`src/rtl/parking_sensor_fsm.sv`:
```
// Parking-gate front end: synchronizes and debounces the two photo beams,
// then tracks the beam sequence and pulses inc/dec on each completed entry/exit.
module parking_sensor_fsm #(
    parameter int DB_CYCLES = 4
) (
    input  logic       clk,
    input  logic       reset_n,
    input  logic       a,
    input  logic       b,
    output logic       inc,
    output logic       dec,
    output logic       a_db,
    output logic       b_db,
    output logic       busy,
    output logic       seq_err,
    output logic [2:0] dbg_state
);
    localparam int CW = (DB_CYCLES > 1) ? $clog2(DB_CYCLES) : 1;
    localparam logic [CW-1:0] CNT_MAX = CW'(DB_CYCLES - 1);

    typedef enum logic [2:0] {
        IDLE  = 3'd0,
        EN_A  = 3'd1,
        EN_AB = 3'd2,
        EN_B  = 3'd3,
        EX_B  = 3'd4,
        EX_AB = 3'd5,
        EX_A  = 3'd6,
        WAIT  = 3'd7
    } state_t;

    // Bit 1 carries beam a, bit 0 carries beam b, so r_db is the pair p directly.
    logic [1:0]          w_raw;
    logic [1:0]          r_s1;
    logic [1:0]          r_s2;
    logic [1:0]          r_db;
    logic [1:0][CW-1:0]  r_cnt;

    state_t r_state;
    logic   r_inc;
    logic   r_dec;
    logic   r_busy;
    logic   r_err;

    assign w_raw = {a, b};

    always_ff @(posedge clk or negedge reset_n) begin
        if (!reset_n) begin
            r_s1  <= '0;
            r_s2  <= '0;
            r_db  <= '0;
            r_cnt <= '0;
        end else begin
            r_s1 <= w_raw;
            r_s2 <= r_s1;
            for (int i = 0; i < 2; i++) begin
                if (r_s2[i] != r_db[i]) begin
                    if (r_cnt[i] == CNT_MAX) begin
                        r_db[i]  <= r_s2[i];
                        r_cnt[i] <= '0;
                    end else begin
                        r_cnt[i] <= r_cnt[i] + 1'b1;
                    end
                end else begin
                    r_cnt[i] <= '0;
                end
            end
        end
    end

    // busy only changes on transitions into or out of IDLE; pulses default low.
    always_ff @(posedge clk or negedge reset_n) begin
        if (!reset_n) begin
            r_state <= IDLE;
            r_inc   <= 1'b0;
            r_dec   <= 1'b0;
            r_busy  <= 1'b0;
            r_err   <= 1'b0;
        end else begin
            r_inc <= 1'b0;
            r_dec <= 1'b0;
            r_err <= 1'b0;
            case (r_state)
                IDLE: begin
                    case (r_db)
                        2'b10: begin r_state <= EN_A; r_busy <= 1'b1; end
                        2'b01: begin r_state <= EX_B; r_busy <= 1'b1; end
                        2'b11: begin r_state <= WAIT; r_busy <= 1'b1; r_err <= 1'b1; end
                        default: r_state <= IDLE;
                    endcase
                end
                EN_A: begin
                    case (r_db)
                        2'b11: r_state <= EN_AB;
                        2'b00: begin r_state <= IDLE; r_busy <= 1'b0; end
                        2'b01: begin r_state <= WAIT; r_err <= 1'b1; end
                        default: r_state <= EN_A;
                    endcase
                end
                EN_AB: begin
                    case (r_db)
                        2'b01: r_state <= EN_B;
                        2'b10: r_state <= EN_A;
                        2'b00: begin r_state <= WAIT; r_err <= 1'b1; end
                        default: r_state <= EN_AB;
                    endcase
                end
                EN_B: begin
                    case (r_db)
                        2'b00: begin r_state <= IDLE; r_busy <= 1'b0; r_inc <= 1'b1; end
                        2'b11: r_state <= EN_AB;
                        2'b10: begin r_state <= WAIT; r_err <= 1'b1; end
                        default: r_state <= EN_B;
                    endcase
                end
                EX_B: begin
                    case (r_db)
                        2'b11: r_state <= EX_AB;
                        2'b00: begin r_state <= IDLE; r_busy <= 1'b0; end
                        2'b10: begin r_state <= WAIT; r_err <= 1'b1; end
                        default: r_state <= EX_B;
                    endcase
                end
                EX_AB: begin
                    case (r_db)
                        2'b10: r_state <= EX_A;
                        2'b01: r_state <= EX_B;
                        2'b00: begin r_state <= WAIT; r_err <= 1'b1; end
                        default: r_state <= EX_AB;
                    endcase
                end
                EX_A: begin
                    case (r_db)
                        2'b00: begin r_state <= IDLE; r_busy <= 1'b0; r_dec <= 1'b1; end
                        2'b11: r_state <= EX_AB;
                        2'b01: begin r_state <= WAIT; r_err <= 1'b1; end
                        default: r_state <= EX_A;
                    endcase
                end
                WAIT: begin
                    if (r_db == 2'b00) begin
                        r_state <= IDLE;
                        r_busy  <= 1'b0;
                    end
                end
                default: begin
                    r_state <= IDLE;
                    r_busy  <= 1'b0;
                end
            endcase
        end
    end

    assign inc       = r_inc;
    assign dec       = r_dec;
    assign a_db      = r_db[1];
    assign b_db      = r_db[0];
    assign busy      = r_busy;
    assign seq_err   = r_err;
    assign dbg_state = r_state;

endmodule

```
`config.mk`:
```
export PLATFORM = sky130hd
export DESIGN_NAME = parking_sensor_fsm
export DESIGN_NICKNAME = d
export VERILOG_FILES = /design/src/rtl/parking_sensor_fsm.sv
export SDC_FILE = /design/constraint.sdc
export NUM_CORES = 1
export LEC_CHECK = 0
export ABC_AREA = 1
export BUFFER_PORTS_ARGS = -buffer_cell sky130_fd_sc_hd__buf_2
export CORE_MARGIN = 2
export CORE_UTILIZATION = 49
export DETAILED_ROUTE_END_ITERATION = 7
export PLACE_DENSITY = 0.81
export SYNTH_ARGS = -nofsm -noshare
export SYNTH_HDL_FRONTEND = slang
export SYNTH_SLANG_ARGS = --single-unit
```
`constraint.sdc`:
```
create_clock -name clk -period 1.4 [get_ports clk]
set_clock_uncertainty 0.2 [all_clocks]
set_input_delay 0.14 -clock clk [delete_from_list [all_inputs] [get_ports clk]]
set_output_delay 0.14 -clock clk [all_outputs]
set_load 0.05 [all_outputs]
```
### Word level (Yosys, flattened, before mapping)

Index checks and enable logic that the tools add are counted.

| storage, ports and cells | value |
|---|---|
| bits in registers | 17 |
| input port bits | 4 |
| word-level logic and storage cells | 64 |

| cells by class | value |
|---|---|
| add/subtract/negate cells | 2 |
| equal/unequal tests | 17 |
| muxes and demuxes | 23 |
| reductions and logical operators | 11 |

Operators with widths:

| operator | number |
|---|---|
| $pmux 3 s3 | 6 |
| $pmux 3 s8 | 1 |
| $eq 3x3->1 const B | 4 |
| $eq 2x2->1 const B | 4 |
| $mux 1 | 8 |
| $mux 2 | 4 |
| $eq 3x2->1 const B | 2 |
| $pmux 2 s3 | 1 |
| $reduce_or 2->1 | 3 |
| $reduce_or 5->1 | 1 |
| $add 2x1->2 const B | 2 |
| $ne 2x2->1 const B | 2 |
| $pmux 1 s4 | 1 |
| $reduce_and 2->1 | 2 |
| $eq 3x1->1 const B | 1 |
| $logic_not 3->1 | 1 |
| $mux 3 | 1 |
| $reduce_and 3->1 | 1 |
| $reduce_or 3->1 | 1 |
| $eq 2x1->1 const B | 1 |
| $logic_not 2->1 | 1 |
| $ne 1x1->1 | 2 |
| $ne 2x1->1 const B | 1 |
| $pmux 1 s2 | 1 |
| $reduce_bool 2->1 | 1 |

### Logic depth before layout (Yosys ltp)

| depth | value |
|---|---|
| word-level depth | 4 |
| mapped depth | 8 |
| depth with buffers taken out | 8 |

### Worst setup path before layout

Ideal clock, no wire load.

| timing path | value |
|---|---|
| kind | register to register |
| from | reg r_db[1] |
| to | reg r_state[0], in the netlist dbg_state[0] |
| library setup time | 0.121 ns |
| arrival | 1.516 ns |
| data required time | 1.079 ns |
| path slack | -0.437 ns |
| cell stages (with the launch flop) | 9 |
| clock period less this slack | 1.837 ns |
| cell sequence | dfrtp_1 inv_1 ha_1 inv_1 nand2_1 nand2_1 o21ai_0 nor2_1 nand2_1 |

| on the way | value |
|---|---|
| cells in the longest elaborated chain, start to end | 3 |
| elaborated cells between the ends (all ways) | 13 |
| classes of those cells | eq/ne: 4; mux: 8; reduce/logical: 1 |

RTL lines:

| element | RTL line | source |
|---|---|---|
| start, declared | 36 | `logic [1:0] r_db;` |
| start signal, assigned by index | 59 | `r_db[i] <= r_s2[i];` |
| $eq 2x1->1, or another cell as far along | -- |  |
| $pmux 3 s3, or another cell as far along | 133 | `case (r_db)` |
| $pmux 3 s8 | 83 | `case (r_state)` |
| end signal, assigned | 86 | `2'b10: begin r_state <= EN_A; r_busy <= 1'b1; end` |
| end signal, assigned | 94 | `2'b11: r_state <= EN_AB;` |
| end signal, assigned | 102 | `2'b01: r_state <= EN_B;` |
| end, declared | 39 | `state_t r_state;` |

Several ways; a longest one is shown, not always the timed one.
A chain may end at the register's enable or synchronous reset.

### Final worst setup path

| timing path | value |
|---|---|
| from | reg r_db[0] |
| to | reg r_state[2], in the netlist dbg_state[2] |

| on the way | value |
|---|---|
| cells in the longest elaborated chain, start to end | 3 |
| elaborated cells between the ends (all ways) | 12 |
| classes of those cells | eq/ne: 4; mux: 7; reduce/logical: 1 |

RTL lines:

| element | RTL line |
|---|---|
| $eq 2x1->1, or another cell as far along | -- |
| $pmux 3 s3, or another cell as far along | 133 |
| $pmux 3 s8 | 83 |

Several ways; a longest one is shown, not always the timed one.

==> results.md <==
- Status: complete, but fails checks
- Violated checks: setup timing
- Die Span Y: 47.8 microns
- Antenna violations before repair: 0
- Yosys warns: 0
- Mapped Cells: between 100 and 150
- Core Rows: 15
- R2r startpoint: r_db[0]
- Drt via density: ~5.3
- Critical Path RT: 1.37 ns
- Period Utilization, post-route: 1.07
- Total power: ~3.2 mW
- Clk Latency, worst-skew pair: 0.28 ns
- WL/cell: between 10 and 15 microns
- Register bit count reported by yosys: 17
- Share of cells above drive strength 1: 0.426
- Fmax: around 670 MHz
- Worst EP arrival: approximately 1.5 ns
- Final ANT Viol Nets: 0
- Clk slew on worst S/H paths: around 0.090 ns
- Clk buf depth: 2
- CP dominant cell by count: nand2_1
- Die area: approximately 2300 sq um
- Distinct cell type count after synthesis: 19
- Leak Pwr: around 0.65 nW
- Max VDD drop: between 0.001 and 0.0015 V
- H-tree levels: 1
- Drc violations: 0
- Crit Path Max Fanout: 5
- Die Span X: about 48 microns
- Fin nets: ~150
- Slew Limit Fails: 0
- Area Growth Syn to Fin: 39.4%
- Fin. Hold Viols: 0
- PD cells: between 2000 and 2500 nW/um^2
- Total track usage: 0.215
- Number of top-level pins: 13
- Crit path largest cell delay: 0.55 ns
- CP Buf/Inv Count: 1
- CP max stage cell: dfrtp_4
- MaxCap Viol Count: 0
- Max-slew headroom: 0.748
- R2R Path End: dbg_state[2]
- Core area: roughly 1800 sq um
- CTS buffer count: 3
- CP Capture Type: flop
- Initial DRC count: 28
- CTS tree: done
- First-pass detailed-route iteration total: 4
- Post-Syn Nets: 128
- Number of global-route vias before repair: roughly 790
- DP HPWL: between 1500 and 2000 microns
- Starting Density: 0.533
- Most frequent cells in the layout: nand2_1 (25), dfrtp_1 (12), nor2_1 (10), buf_4 (10), inv_1 (9)
- GR Overflow Total: 0
- Tightest Pin Transition: approximately 0.38 ns
- Hold WC Path Type: in -> async
- Setup WS post-layout: -0.0932 ns
- Cell Chain, Critical Path: inv_6 -> ha_4 -> nand2_1 -> nand3_1 -> o21ai_1 -> nor2_1 -> nand2_1
- Top delay family on crit path: flip-flops
- Crit Path Class: reg -> reg
- Post-synthesis sequential area ratio: 0.452
- Ant diodes: 0
- Register-to-Register Path Depth: 7
- Drt total wl: roughly 2100 microns
- Setup crit start kind: flop
- Final setup viols: 5
- Hold slack: approximately 0.099 ns
- Pin count of the biggest net entering global routing: 18
- Input/output buffers: 12
- Via count: a little under 900
- Mapped Area: around 940 sq um
- Critical path startpoint: r_db[0]
- Minimum clock period: approximately 1.5 ns
- Unrepaired setup endpoints after global routing: yes
- Commonest non-fill, non-tap cell in the layout: nand2_1
- Reg2reg setup slack: -0.09 ns
- Mean Syn Cell Area: just over 8 sq um
- # clock sinks: 17
- GPL Wtd Cong: between 0.9 and 1
- Root buffer cell: clkbuf_4
- First-pass GRT wire length: around 3300 microns
power by group:
part | total, mW | internal (mW) | switching [mW] | leakage [nW]
clock network | 0.256 | 0.110 | 0.146 | 0.0150
registers | 0.896 | 0.670 | 0.226 | 0.208
logic | 2.02 | 0.770 | 1.25 | 0.426
flip-flops by register name, summed over array words and instances, names as in the netlist:
signal / count
dbg_state: 3
dec: 1
seq_err: 1
busy: 1
r_cnt: 4
r_s2: 2
r_db: 2
r_s1: 2
inc: 1
area by class of cell:
type | count | area, sq um
timing repair buffer | 23 | 176
sequential | 17 | 437
tap | 25 | 31.3
fill | 135 | 453
inverter | 17 | 81.3
clock buffer | 4 | 26.3
multi-input combinational | 80 | 559
metrics by stage:
| stage | utilization | setup TNS [ns] | std cells | area (sq um) | setup slack [ns] |
|---|---|---|---|---|---|
| floorplan | - | -0.339 | 116 | 1050 | -0.0960 |
| global placement | 0.656 | -0.217 | 156 | 1160 | -0.0867 |
| detailed placement | 0.656 | -0.321 | 156 | 1160 | -0.129 |
| CTS | 0.716 | -0.511 | 165 | 1260 | -0.0981 |
| global route | 0.743 | -0.718 | 166 | 1310 | -0.172 |
| finish | 0.743 | -0.407 | 166 | 1310 | -0.0932 |
routing by layer:
layer | routed length (microns) | GRT usage | vias up
met3 | 184 | 0.0679 | 12
met1 | 843 | 0.260 | 408
met4 | 78 | 0.130 | 0
li1 | - | - | 413
met5 | 0 | 0 | -
met2 | 1040 | 0.333 | 51
worst register-to-register path, delay by kind of cell (launching register included):
kind	cells	cell delay, ns
adders and majority gates	1	0.14
AOI/OAI and AO/OA	1	0.06
DFF	1	0.55
buffers and inverters	1	0.12
and+or+nand+nor	4	0.31
what timing repair did:
item,in CTS,in global routing
setup buffers,2,2
hold endpoints to repair,19,0
gates resized for setup,12,11
pin swaps,6,8
hold buffers,3,0
endpoints found under the setup margin,8,12
worst max-delay path by stage:
stage / endpoint / slack [ns] / cells past startpoint
after floorplan: dbg_state[2] / -0.1 / 7
after global placement: dbg_state[2] / -0.09 / 7
after detailed placement: dbg_state[0] / -0.13 / 7
after CTS: dbg_state[0] / -0.1 / 7
after global routing: dbg_state[1] / -0.17 / 6
final: dbg_state[2] / -0.09 / 7
synthesized netlist by cell type:
master | instances | area share
a21oi_1 | 2 | 0.011
buf_4 | 1 | 0.0080
buf_6 | 1 | 0.012
dfrtp_1 | 17 | 0.45
ha_1 | 8 | 0.11
inv_1 | 16 | 0.064
inv_2 | 1 | 0.0040
nand2_1 | 28 | 0.11
nand2_2 | 2 | 0.013
nand3_1 | 12 | 0.064
nand4_1 | 2 | 0.013
nor2_1 | 13 | 0.052
nor2_2 | 1 | 0.0067
nor2_4 | 1 | 0.012
nor3_1 | 2 | 0.011
o21ai_0 | 5 | 0.027
o21ai_1 | 1 | 0.0053
o21ai_2 | 1 | 0.0093
xnor2_1 | 2 | 0.019
cell families after synthesis:
group,share of synthesized area
XOR/XNOR,0.0186
flip-flops,0.452
AO/OA/AOI/OAI,0.0519
AND/OR/NAND/NOR,0.283
buffers and inverters,0.0878
adder cells (fa/ha/maj),0.106
Power figures use the tool's default switching activity.
